<file path="src/rtl/aes_key_sched_ctrl.sv">
// Sequencer for an iterative AES-128 key-expansion datapath; 11 round keys land in a local store.
// Accept -> LOAD -> NROUNDS x STEP_LAT cycles -> DONE; store read port has one cycle of latency.
module aes_key_sched_ctrl #(
  parameter int STEP_LAT = 2,
  parameter int NROUNDS  = 10
) (
  input  logic         clk,
  input  logic         rst,
  input  logic         key_valid,
  output logic         key_ready,
  input  logic [127:0] key_in,
  input  logic         abort,
  output logic         exp_load,
  output logic         exp_step,
  output logic [127:0] exp_key,
  output logic [31:0]  exp_rcon,
  input  logic [127:0] exp_key_out,
  output logic         keys_ready,
  output logic         busy,
  input  logic [3:0]   rk_addr,
  output logic [127:0] rk_data
);

  typedef enum logic [1:0] {IDLE, LOAD, EXPAND, DONE} state_e;

  localparam logic [3:0] CNT_LAST   = 4'(STEP_LAT - 1);
  localparam logic [3:0] LAST_ROUND = 4'(NROUNDS);

  state_e         state_q, state_d;
  logic [3:0]     cnt_q;
  logic [3:0]     round_q;
  logic [7:0]     rcon_q;
  logic [127:0]   key_q;
  logic [127:0]   rk_data_q;
  logic [127:0]   store_q [0:NROUNDS];
  logic           accept;
  logic           round_done;

  function automatic logic [7:0] xtime(input logic [7:0] b);
    return {b[6:0], 1'b0} ^ (b[7] ? 8'h1B : 8'h00);
  endfunction

  // abort wins over a key offered in the same cycle
  assign accept     = key_valid && key_ready && !abort;
  assign round_done = (state_q == EXPAND) && (cnt_q == CNT_LAST);

  always_ff @(posedge clk or posedge rst) begin
    if (rst) begin
      state_q <= IDLE;
    end else begin
      state_q <= state_d;
    end
  end

  always_comb begin
    state_d = state_q;
    case (state_q)
      IDLE, DONE: begin
        if (abort) begin
          state_d = IDLE;
        end else if (accept) begin
          state_d = LOAD;
        end
      end
      LOAD: begin
        state_d = abort ? IDLE : EXPAND;
      end
      EXPAND: begin
        if (abort) begin
          state_d = IDLE;
        end else if (round_done && (round_q == LAST_ROUND)) begin
          state_d = DONE;
        end
      end
      default: state_d = IDLE;
    endcase
  end

  always_comb begin
    key_ready  = 1'b0;
    exp_load   = 1'b0;
    exp_step   = 1'b0;
    busy       = 1'b0;
    keys_ready = 1'b0;
    case (state_q)
      IDLE: begin
        key_ready = 1'b1;
      end
      LOAD: begin
        exp_load = 1'b1;
        busy     = 1'b1;
      end
      EXPAND: begin
        busy     = 1'b1;
        exp_step = (cnt_q == 4'd0);
      end
      DONE: begin
        key_ready  = 1'b1;
        keys_ready = 1'b1;
      end
      default: ;
    endcase
  end

  // rcon is primed at accept so it is already stable while LOAD is presented
  always_ff @(posedge clk or posedge rst) begin
    if (rst) begin
      key_q   <= '0;
      rcon_q  <= '0;
      cnt_q   <= '0;
      round_q <= '0;
    end else begin
      case (state_q)
        IDLE, DONE: begin
          if (accept) begin
            key_q  <= key_in;
            rcon_q <= 8'h01;
          end
        end
        LOAD: begin
          round_q <= 4'd1;
          cnt_q   <= 4'd0;
          rcon_q  <= 8'h01;
        end
        EXPAND: begin
          if (round_done) begin
            cnt_q  <= 4'd0;
            rcon_q <= xtime(rcon_q);
            if (round_q != LAST_ROUND) begin
              round_q <= round_q + 4'd1;
            end
          end else begin
            cnt_q <= cnt_q + 4'd1;
          end
        end
        default: ;
      endcase
    end
  end

  always_ff @(posedge clk) begin
    if (state_q == LOAD) begin
      store_q[0] <= key_q;
    end else if (round_done) begin
      store_q[round_q] <= exp_key_out;
    end
  end

  always_ff @(posedge clk or posedge rst) begin
    if (rst) begin
      rk_data_q <= '0;
    end else if (rk_addr <= LAST_ROUND) begin
      rk_data_q <= store_q[rk_addr];
    end else begin
      rk_data_q <= '0;
    end
  end

  assign exp_key  = key_q;
  assign exp_rcon = {rcon_q, 24'h000000};
  assign rk_data  = rk_data_q;

endmodule

</file>
<file path="config.mk">
export PLATFORM = sky130hd
export DESIGN_NAME = aes_key_sched_ctrl
export DESIGN_NICKNAME = d
export VERILOG_FILES = /design/src/rtl/aes_key_sched_ctrl.sv
export SDC_FILE = /design/constraint.sdc
export NUM_CORES = 2
export LEC_CHECK = 0
export CAP_MARGIN = 20
export CORE_ASPECT_RATIO = 1.5
export CORE_UTILIZATION = 25
export CTS_BUF_LIST = sky130_fd_sc_hd__clkbuf_16
export DETAILED_ROUTE_END_ITERATION = 6
export SYNTH_ARGS = -nofsm -noshare
export SYNTH_HDL_FRONTEND = slang
export SYNTH_SLANG_ARGS = --single-unit
export TNS_END_PERCENT = 50
</file>
<file path="constraint.sdc">
create_clock -name clk -period 19.5 [get_ports clk]
set_clock_uncertainty 0.2 [all_clocks]
set_input_delay 3.9 -clock clk [delete_from_list [all_inputs] [get_ports clk]]
set_output_delay 3.9 -clock clk [all_outputs]
set_load 0.1 [all_outputs]
</file>
==> flow_metrics.tcl <==
set metrics [dict create \
    drive_gt1_share_pct 16.08 \
    routabilityCongestion 0.7369 \
    p_leak_nw 27.65 \
    avgSynthCellArea_um2 17.43 \
    rows 229 \
    drtPass1Iterations 6 \
    final_common_cell "edfxtp_1" \
    routed_wirelength_mm 180.2 \
    clk_pin_slew_ns 0.06 \
    cap_violations 0 \
    ys_ff_latch 1682 \
    area_growth_pct 22.39 \
    worst-setup-path-type "input port to flop" \
    nNetsFinal 4563 \
    clock_latency_ns 0.86 \
    ir_worst_vdd_mv 0.09464 \
    synthTopCellsByArea "edfxtp_1, dfrtp_1, mux2i_1" \
    regToRegSetupSlack_ns 14.37 \
    cts_setup_buffers 0 \
    seqPwrFrac_pct 45.7 \
    period_minus_slack_ns 7.989 \
    p_int_mw 6.751 \
    top_level_ports 557 \
    combPwrFrac_pct 21.7 \
    cts_buffers 172 \
    status "complete, no violations" \
    die_area_mm2 0.2635 \
    synth-seq-area-share_pct 75.19 \
    dieHeight_um 628.2 \
    worstPathMaxFanout 61 \
    cts_tree "built" \
    port_buffers 532 \
    finalCritPeriodShare_pct 40.97 \
    num_vias 35130 \
    fmax_mhz 125.2 \
    cts_sinks 1682 \
    post_drt_via_cell_ratio 4.451 \
    finalWorstSetupSlack_ns 11.51 \
    final_cell_mix "edfxtp_1, clkdlybuf4s50_1, nand2_1" \
    dieWidth_um 419.5 \
    p_clk_share_pct 32.6 \
    syn_inst 3750 \
    min_to "rk_data[47]$_DFF_PP0_" \
    rsz0062_at_grt "no" \
    powerDensity_mw_per_mm2 124.0 \
    design.core.area_mm2 0.2596 \
    setup_viol 0 \
    tightest_slew_ns 1.179 \
    dp_hpwl_mm 99.56 \
    final_util_pct 30.81 \
    startpoint_type "input port" \
    grt_first_pass_wirelength_mm 258.5 \
    yosysUniqueCellTypes 50 \
    ys_warn_count 0 \
    htree_levels 4 \
    yosysTopAreaCell "edfxtp_1" \
    r2r_cells 8 \
    min_path_cells 4 \
    root_buffer "clkbuf_16" \
    synth_top_area_share_pct 64.70 \
    worstReg2RegEnd "store_q[8][103]$_DFFE_PP_" \
    min_path_type "flop to flop" \
    timing_max_transition_violations_final 0 \
    synthesis.area_mm2 0.06535 \
    end_kind "flop" \
    p_sw_mw 3.164 \
    critical_path_required_ns 19.93 \
    relSlewSlack_pct 21.14 \
    wl_per_cell_um 22.83 \
    dpl_cell_area_mm2 0.07451 \
    antenna_found_initial 9 \
    r2r-start "state_q[0]$_DFFE_PP0P_" \
    fin_setup_tns_ns 0 \
    drcViolationCount 0 \
    swShare_pct 31.91 \
    cts_buffer_depth 4 \
    finalHoldViolations 0 \
    grt_max_degree 132 \
    fin_area_mm2 0.07998 \
    fill_cells 25470 \
    grt_usage_pct 13.36 \
    grt_overflow 0 \
    drt_iter0_markers 2357 \
    cts_resized 0 \
    hold_start "store_q[10][47]$_DFFE_PP_" \
    pre_cts_ws_ns 10.62 \
    antenna_left 0 \
    arrival_ns 8.42 \
    hold_buffers 0 \
    grt_pass1_vias 37210 \
    initial_core_util_pct 25.17 \
]
[state kept, by name (all words and copies together) (netlist names)]
signal   count
store_q   1408
exp_key    128
rk_data    128
rcon_q       8
cnt_q        4
round_q      4
state_q      2
[cell families (layout without fill, tap and decap cells)]
family | count (synthesis) | after routing | share of synthesized area (%)
compound gates | 335 | 335 | 3.546
xor+xnor | 3 | 3 | 0.04021
fa+ha+maj | 8 | 8 | 0.1532
buf+inv | 263 | 913 | 2.118
flops | 1682 | 1682 | 75.19
mux | 726 | 726 | 14.06
other cells | 1 | 28 | 0.005738
simple gates | 732 | 732 | 4.890
[cells in the mapped netlist (all sizes together)]
| cell | number |
|---|---|
| edfxtp | 1408 |
| nand2 | 522 |
| mux2i | 343 |
| dfrtp | 274 |
| mux2 | 255 |
| buf | 149 |
| mux4 | 128 |
| clkbuf | 104 |
| nor3 | 89 |
| nor2b | 88 |
| a211oi | 86 |
| o22ai | 86 |
| o21ai | 46 |
| a31oi | 43 |
| o221ai | 42 |
| a22o | 19 |
| inv | 10 |
| ha | 8 |
| nand2b | 5 |
| nor2 | 5 |
| nor4 | 5 |
| nand3 | 4 |
| a21o | 3 |
| a21oi | 3 |
| xor2 | 3 |
| and2 | 2 |
| nand3b | 2 |
| nor3b | 2 |
| o2bb2ai | 2 |
| a2111oi | 1 |
| a311oi | 1 |
| a31o | 1 |
| and3b | 1 |
| conb | 1 |
| nand4 | 1 |
| nand4b | 1 |
| nor4b | 1 |
| nor4bb | 1 |
| o211ai | 1 |
| o31ai | 1 |
| or2 | 1 |
| or3b | 1 |
| or4 | 1 |
[metal layers]
metal,global-route usage (%),up-vias,part of all wire (%)
met5,0,-,0
met4,4.582,0,3.0
met3,1.862,250,4.1
met2,24.79,859,54
met1,15.50,18510,39
li1,-,15510,-
[worst max-delay path, cell delays in order]
cell      delay, ns
buf_8          0.45
buf_4          0.67
buf_4          0.78
buf_4          0.66
buf_4          0.77
mux4_2         0.58
nor2b_1        0.14
nor3_1         0.20
a211oi_1       0.08
[power by group through the flow]
stage	Combinational [mW]	Sequential [mW]	Clock (mW)
after CTS	2.19	4.54	3.32
after detailed placement	2.18	4.61	0
final	2.15	4.53	3.23
after global routing	2.26	4.56	3.44
after global placement	2.15	4.60	0
after floorplan	0.606	5.48	0
[how the worst max path moves through the flow]
| stage | depth (start not counted) | from | to | slack [ns] |
|---|---|---|---|---|
| after global placement | 9 | rk_addr[0] | rk_data[97]$_DFF_PP0_ | 10.63 |
| after CTS | 9 | rk_addr[0] | rk_data[91]$_DFF_PP0_ | 11.51 |
| after global routing | 9 | rk_addr[0] | rk_data[97]$_DFF_PP0_ | 11.19 |
| after detailed placement | 9 | rk_addr[0] | rk_data[91]$_DFF_PP0_ | 10.62 |
| after floorplan | 5 | state_q[1]$_DFFE_PP0P_ | store_q[1][0]$_DFFE_PP_ | 4.66 |
| final | 9 | rk_addr[0] | rk_data[97]$_DFF_PP0_ | 11.51 |
[area by class of cell]
cell class | instances | area (um^2) | share of cell area [%]
Antenna cell | 4 | 10.01 | 0.01251
Sequential cell | 1682 | 49140 | 61.44
Tap cell | 3465 | 4335 | 5.421
Inverter | 10 | 45.04 | 0.05632
Clock buffer | 176 | 4404 | 5.507
Multi-Input combinational cell | 1828 | 15020 | 18.78
Timing Repair Buffer | 597 | 5995 | 7.495
Clock inverter | 130 | 1035 | 1.294
[stage by stage]
step	hold slack [ns]	std cells	power, mW
after floorplan	0.3200	3773	6.087
after global placement	0.3112	7581	6.750
after detailed placement	0.3180	7581	6.797
after CTS	0.3135	7887	10.04
after global routing	0.3477	7891	10.26
final	0.3235	7892	9.915
No activity file was read; power rests on OpenSTA's default activity.
